### config.mk
export PLATFORM = sky130hd
export DESIGN_NAME = collision_scan_flat
export DESIGN_NICKNAME = d
export VERILOG_FILES = /design/src/rtl/collision_scan_if.sv /design/src/rtl/collision_scan.sv /design/src/flat_wrapper.sv
export SDC_FILE = /design/constraint.sdc
export NUM_CORES = 1
export LEC_CHECK = 0
export CAP_MARGIN = 10
export CORE_MARGIN = 5
export CORE_UTILIZATION = 45
export CTS_CLUSTER_DIAMETER = 40
export DETAILED_ROUTE_END_ITERATION = 8
export GPL_ROUTABILITY_DRIVEN = 0
export GPL_TIMING_DRIVEN = 0
export PLACE_DENSITY = 0.7
export SLEW_MARGIN = 25
export SYNTH_ARGS = -nofsm -noshare
export SYNTH_HDL_FRONTEND = slang
export SYNTH_SLANG_ARGS = --single-unit
### constraint.sdc
create_clock -name clk -period 7.4 [get_ports clk]
set_input_delay 0.74 -clock clk [delete_from_list [all_inputs] [get_ports clk]]
set_output_delay 0.74 -clock clk [all_outputs]
set_load 0.01 [all_outputs]
### src/rtl/collision_scan_if.sv
// Bundle of scan request, snapshot inputs and published results for collision_scan.
// start is a request sampled only when the scanner is idle or done; done pulses once per scan.
interface collision_scan_if #(
    parameter int W = 10,
    parameter int N = 8
);
    localparam int CW = $clog2(N + 1);
    localparam int IW = $clog2(N);

    logic          start;
    logic [W-1:0]  ax;
    logic [W-1:0]  ay;
    logic [W-1:0]  ar;
    logic [N*W-1:0] tx;
    logic [N*W-1:0] ty;
    logic [N-1:0]  alive;
    logic          busy;
    logic          done;
    logic [N-1:0]  hit_mask;
    logic          hit_any;
    logic [CW-1:0] hit_count;
    logic [IW-1:0] first_idx;

    modport master (
        output start, ax, ay, ar, tx, ty, alive,
        input  busy, done, hit_mask, hit_any, hit_count, first_idx
    );

    modport slave (
        input  start, ax, ay, ar, tx, ty, alive,
        output busy, done, hit_mask, hit_any, hit_count, first_idx
    );
endinterface

### src/rtl/collision_scan.sv
// Player-vs-N-target box overlap scanner: one shared comparator, one target per clock.
// Define COLLISION_TOUCH_EN for inclusive compare (touching edges count as a hit).
module collision_scan #(
    parameter int W    = 10,
    parameter int N    = 8,
    parameter int HALF = 20
) (
    input  logic             clk,
    input  logic             rst_n,
    collision_scan_if.slave  bus,
    output logic [1:0]       o_dbg_state
);
    localparam int CW = $clog2(N + 1);
    localparam int IW = $clog2(N);
    localparam int XW = W + 2;

    typedef enum logic [1:0] {
        S_IDLE = 2'd0,
        S_SCAN = 2'd1,
        S_DONE = 2'd2
    } state_t;

    state_t         r_state;
    state_t         w_next_state;

    logic [W-1:0]   r_ax, r_ay, r_ar;
    logic [N*W-1:0] r_tx, r_ty;
    logic [N-1:0]   r_alive;
    logic [IW-1:0]  r_idx;

    logic [N-1:0]   r_work_mask;
    logic [CW-1:0]  r_work_cnt;
    logic [IW-1:0]  r_work_first;
    logic           r_found;

    logic [N-1:0]   r_hit_mask;
    logic           r_hit_any;
    logic [CW-1:0]  r_hit_count;
    logic [IW-1:0]  r_first_idx;

    logic           w_accept;
    logic           w_last;
    logic [W-1:0]   w_tx_k, w_ty_k;
    logic [XW-1:0]  w_dx, w_dy, w_lim;
    logic           w_in_x, w_in_y, w_hit;
    logic [N-1:0]   w_mask_nx;
    logic [CW-1:0]  w_cnt_nx;
    logic [IW-1:0]  w_first_nx;

    assign w_accept = bus.start && (r_state == S_IDLE || r_state == S_DONE);
    assign w_last   = (r_idx == IW'(N - 1));

    // Compare in W+2 bits so box edges near 0 or 2^W-1 never wrap.
    assign w_tx_k = r_tx[r_idx*W +: W];
    assign w_ty_k = r_ty[r_idx*W +: W];
    assign w_dx   = (r_ax >= w_tx_k) ? (XW'(r_ax) - XW'(w_tx_k)) : (XW'(w_tx_k) - XW'(r_ax));
    assign w_dy   = (r_ay >= w_ty_k) ? (XW'(r_ay) - XW'(w_ty_k)) : (XW'(w_ty_k) - XW'(r_ay));
    assign w_lim  = XW'(r_ar) + XW'(HALF);

`ifdef COLLISION_TOUCH_EN
    assign w_in_x = (w_dx <= w_lim);
    assign w_in_y = (w_dy <= w_lim);
`else
    assign w_in_x = (w_dx < w_lim);
    assign w_in_y = (w_dy < w_lim);
`endif

    assign w_hit      = r_alive[r_idx] & w_in_x & w_in_y;
    assign w_mask_nx  = r_work_mask | (N'(w_hit) << r_idx);
    assign w_cnt_nx   = r_work_cnt + CW'(w_hit);
    assign w_first_nx = r_found ? r_work_first : (w_hit ? r_idx : '0);

    always_ff @(posedge clk or negedge rst_n) begin
        if (!rst_n) r_state <= S_IDLE;
        else        r_state <= w_next_state;
    end

    always_comb begin
        w_next_state = r_state;
        case (r_state)
            S_IDLE:  if (bus.start) w_next_state = S_SCAN;
            S_SCAN:  if (w_last)    w_next_state = S_DONE;
            S_DONE:  w_next_state = bus.start ? S_SCAN : S_IDLE;
            default: w_next_state = S_IDLE;
        endcase
    end

    always_ff @(posedge clk or negedge rst_n) begin
        if (!rst_n) begin
            r_ax         <= '0;
            r_ay         <= '0;
            r_ar         <= '0;
            r_tx         <= '0;
            r_ty         <= '0;
            r_alive      <= '0;
            r_idx        <= '0;
            r_work_mask  <= '0;
            r_work_cnt   <= '0;
            r_work_first <= '0;
            r_found      <= 1'b0;
            r_hit_mask   <= '0;
            r_hit_any    <= 1'b0;
            r_hit_count  <= '0;
            r_first_idx  <= '0;
        end else if (w_accept) begin
            r_ax         <= bus.ax;
            r_ay         <= bus.ay;
            r_ar         <= bus.ar;
            r_tx         <= bus.tx;
            r_ty         <= bus.ty;
            r_alive      <= bus.alive;
            r_idx        <= '0;
            r_work_mask  <= '0;
            r_work_cnt   <= '0;
            r_work_first <= '0;
            r_found      <= 1'b0;
        end else if (r_state == S_SCAN) begin
            r_work_mask  <= w_mask_nx;
            r_work_cnt   <= w_cnt_nx;
            r_work_first <= w_first_nx;
            r_found      <= r_found | w_hit;
            r_idx        <= r_idx + 1'b1;
            // Last target folds straight into the published results so all update together.
            if (w_last) begin
                r_hit_mask  <= w_mask_nx;
                r_hit_any   <= |w_mask_nx;
                r_hit_count <= w_cnt_nx;
                r_first_idx <= w_first_nx;
            end
        end
    end

    assign bus.busy      = (r_state == S_SCAN);
    assign bus.done      = (r_state == S_DONE);
    assign bus.hit_mask  = r_hit_mask;
    assign bus.hit_any   = r_hit_any;
    assign bus.hit_count = r_hit_count;
    assign bus.first_idx = r_first_idx;
    assign o_dbg_state   = r_state;
endmodule
### src/flat_wrapper.sv
// flat-port wrapper written by rule: the top's interface ports become plain ports
module collision_scan_flat 
#(
    parameter int W    = 10,
    parameter int N    = 8,
    parameter int HALF = 20
)
  (clk, rst_n, o_dbg_state, bus_start, bus_ax, bus_ay, bus_ar, bus_tx, bus_ty, bus_alive, bus_busy, bus_done, bus_hit_mask, bus_hit_any, bus_hit_count, bus_first_idx);
  collision_scan_if #(.W(W), .N(N)) bus_i ();
  input  logic clk;
  input  logic rst_n;
  output logic [1:0] o_dbg_state;
  input wire logic [$bits(bus_i.start)-1:0] bus_start;
  input wire logic [$bits(bus_i.ax)-1:0] bus_ax;
  input wire logic [$bits(bus_i.ay)-1:0] bus_ay;
  input wire logic [$bits(bus_i.ar)-1:0] bus_ar;
  input wire logic [$bits(bus_i.tx)-1:0] bus_tx;
  input wire logic [$bits(bus_i.ty)-1:0] bus_ty;
  input wire logic [$bits(bus_i.alive)-1:0] bus_alive;
  output wire logic [$bits(bus_i.busy)-1:0] bus_busy;
  output wire logic [$bits(bus_i.done)-1:0] bus_done;
  output wire logic [$bits(bus_i.hit_mask)-1:0] bus_hit_mask;
  output wire logic [$bits(bus_i.hit_any)-1:0] bus_hit_any;
  output wire logic [$bits(bus_i.hit_count)-1:0] bus_hit_count;
  output wire logic [$bits(bus_i.first_idx)-1:0] bus_first_idx;
  assign bus_i.start = bus_start;
  assign bus_i.ax = bus_ax;
  assign bus_i.ay = bus_ay;
  assign bus_i.ar = bus_ar;
  assign bus_i.tx = bus_tx;
  assign bus_i.ty = bus_ty;
  assign bus_i.alive = bus_alive;
  assign bus_busy = bus_i.busy;
  assign bus_done = bus_i.done;
  assign bus_hit_mask = bus_i.hit_mask;
  assign bus_hit_any = bus_i.hit_any;
  assign bus_hit_count = bus_i.hit_count;
  assign bus_first_idx = bus_i.first_idx;
  collision_scan #(.W(W), .N(N), .HALF(HALF)) u_core (.clk(clk), .rst_n(rst_n), .bus(bus_i), .o_dbg_state(o_dbg_state));
endmodule
==> results.ini <==
[global_routing]
antenna_found_initial = 0
grt_max_degree = 95
grt_pass1_vias = 11300
grt_remaining_overflow = 0
grt_pass1_wl_um = 59800
grt_usage_pct = 24.1

[yosys]
synth_top_area_share_pct = 46.7
yosys-top-cells-area = dfrtp_1, nand2_1, mux4_2, ha_1, mux2i_1
synth.most_common_cell = nand2_1
yosysSeqAreaShare_pct = 46.7
synth.net_count = 1649
ys_types = 60
syn_area_um2 = 12600
synth_edf_count = 0
synthArstFlopShare_pct = 100
yosys.area.top_type = dfrtp_1
synthTopCellsByCount = nand2_1, dfrtp_1, ha_1, clkbuf_1, inv_1
yosys_warnings = 0
ys_dominant_reg_cell = dfrtp_1
synth-seq-cells = 235
avgSynthCellArea_um2 = 9.12
synthCells = 1381

[power_and_ir_drop]
max-vdd-ir-drop_mv = 0.270
total_power_mw = 9.96
total_leakage_power_nw = 8.08
power_per_cell_area_nw_per_um2 = 599

[floorplanning]
rows = 61
die_w_um = 177
num_io_pins = 221
dieArea_um2 = 31400
core_area_um2 = 27700
die_y_um = 177
start_util_pct = 45.4

[finish]
syn_to_final_growth_pct = 32.0
post-route-util_pct = 60.0
drive_above_1_share_pct = 8.27
finalNonFillerCells = 2046
antennaDiodeCount = 0
fin_area_um2 = 16600
fillers = 2397
nets = 1908

[routing]
ant_nets = 0
finalWirelength_um = 37500
via_count = 10700
avgRoutedWirePerCell_um = 18.3
first_pass_iters = 5
via_per_inst = 5.25
drtIter0Drc = 780
drc = 0

[setup_path]
cp-end-kind = register
path_buf_inv = 7
cp_slowest_stage_delay_ns = 0.74
critical_path_class = register to register
critPathLaunchType = register
path_delay_family = buffers and inverters
critPathMaxFanout = 10
required_ns = 7.77
crit_top_cell = ha_1
cp_slowest_cell = buf_1
arrival_ns = 7.33

[cts]
cts.sinks = 235
clk_latency_ns = 0.52
postCtsSetupRepairBufs = 0
htreeDepth = 2
clockBufferDepth = 3
cts-root-buf = clkbuf_16
clkSlewWorstSetupHoldPaths_ns = 0.07
numCtsBuffers = 36
cts_tree = yes

[timing]
setup_viol = 0
relSlewSlack_pct = 39.9
clock_skew_ns = 0.0232
max_freq_mhz = 144
grt_setup_unrepaired = no
finalHoldViolations = 0
fin_crit_ns = 6.96
slew_viol_final = 0
max_slew.worst_pin.slew_ns = 0.902
setup_tns_ns = 0
finalCritPeriodShare_pct = 94.1

[place]
dp_hpwl_um = 28000
dp.cells = 1981
numPortBuffers = 220
placed_area_um2 = 15300

[status]
status = finished clean

[min_path]
hold_path_class = primary input to asynchronous set/reset pin

[run]
cap_violations = 0

[layout make-up]
cell class	instances	area [µm²]	area share, %
multi-input cells	1014	6190	37.2
clock inverters	21	265	1.60
inverters	57	214	1.29
repair buffers	222	2260	13.6
clock buffers	45	1020	6.12
plain buffers	74	317	1.91
well taps	378	473	2.85
flip-flops and latches	235	5880	35.4
[per-layer routing]
layer,GRT usage (%),share of wire [%],vias up
li1,-,-,5099
met1,32.2,41,5221
met2,40.8,49,349
met3,3.74,6.0,74
met4,7.44,3.1,0
met5,0,0,-
[layout by cell type, fill, tap and decap left out, types with 5 or more instances in the layout]
master and count:
ha_1 63, o21ai_0 51, dfrtp_1 235, clkbuf_1 59, nor2b_1 6, nand2_1 594
clkbuf_8 6, nand3_1 11, xnor2_1 13, a21oi_1 34, mux4_2 42, a31oi_1 5
xor2_1 10, mux2i_1 39, nand2b_1 11, a21o_1 11, clkbuf_16 37, a211oi_1 8
nor2_1 24, inv_1 57, o21a_1 5, nor3_1 6, o31ai_1 17, clkdlybuf4s50_1 219
clkbuf_2 6
[power breakdown]
group / internal (mW) / leakage (nW) / switching [mW]
Clock: 1.10 / 0.623 / 0.652
Combinational: 2.59 / 4.50 / 3.38
Sequential: 1.87 / 2.95 / 0.363
[state kept, by name, summed over array words and instances (netlist names), 4 cells and up]
register	cells
u_core.r_tx	80
u_core.r_ty	80
u_core.r_ay	10
u_core.bus.hit_mask	8
u_core.r_work_mask	8
u_core.r_ax	10
u_core.r_work_cnt	4
u_core.r_alive	8
u_core.bus.hit_count	4
u_core.r_ar	10
[worst reg2reg max path, delay by kind of cell (launching register included)]
kind                       cells  cell delay (ns)
xor gates and xnor gates       1             0.16
buffers and inverters          7             2.18
AOI/OAI and AO/OA             10             2.01
DFF                            1             0.38
and+or+nand+nor                5             0.73
muxes                          2             0.61
adders and majority gates      3             0.74
[final timing paths]
| kind | startpoint | to | slack, ns | cells after the start |
|---|---|---|---|---|
| setup reg to reg | u_core.r_idx[2]$_DFFE_PN0P_ | u_core.r_work_cnt[3]$_DFFE_PN0P_ | 0.44 | 28 |
| hold reg to reg | u_core.r_tx[67]$_DFFE_PN0P_ | u_core.r_tx[67]$_DFFE_PN0P_ | 0.47 | 2 |
| max in group asynchronous | rst_n | u_core.r_tx[22]$_DFFE_PN0P_ | 6.41 | 2 |
| hold / removal | rst_n | u_core.bus.first_idx[0]$_DFFE_PN0P_ | 0.17 | 1 |
| min in group clk | u_core.r_tx[67]$_DFFE_PN0P_ | u_core.r_tx[67]$_DFFE_PN0P_ | 0.47 | 2 |
| setup / recovery | u_core.r_idx[2]$_DFFE_PN0P_ | u_core.r_work_cnt[3]$_DFFE_PN0P_ | 0.44 | 28 |
[stage by stage]
stage,hold WS (ns),worst slack [ns]
2_1_floorplan,0.440,1.50
3_3_place_gp,0.452,-4.48
3_5_place_dp,0.458,0.206
4_1_cts,0.167,0.174
5_1_grt,0.182,0.0606
6_report,0.169,0.439
[logic make-up after synthesis]
| group | after synthesis | share of synthesized area, % |
|---|---|---|
| flip-flops | 235 | 46.7 |
| multiplexers | 84 | 10.9 |
| AND/OR/NAND/NOR | 675 | 21.3 |
| XOR/XNOR | 23 | 1.60 |
| adder cells (fa/ha/maj) | 67 | 6.90 |
| AO/OA/AOI/OAI | 165 | 8.50 |
| buffers and inverters | 132 | 4.14 |
[repair_timing]
action,CTS,global route
gates resized for setup,0,10
hold endpoints to repair,0,0
setup endpoints to repair,0,6
hold buffers,0,0
Note: power is estimated with default switching activity, not from simulation.
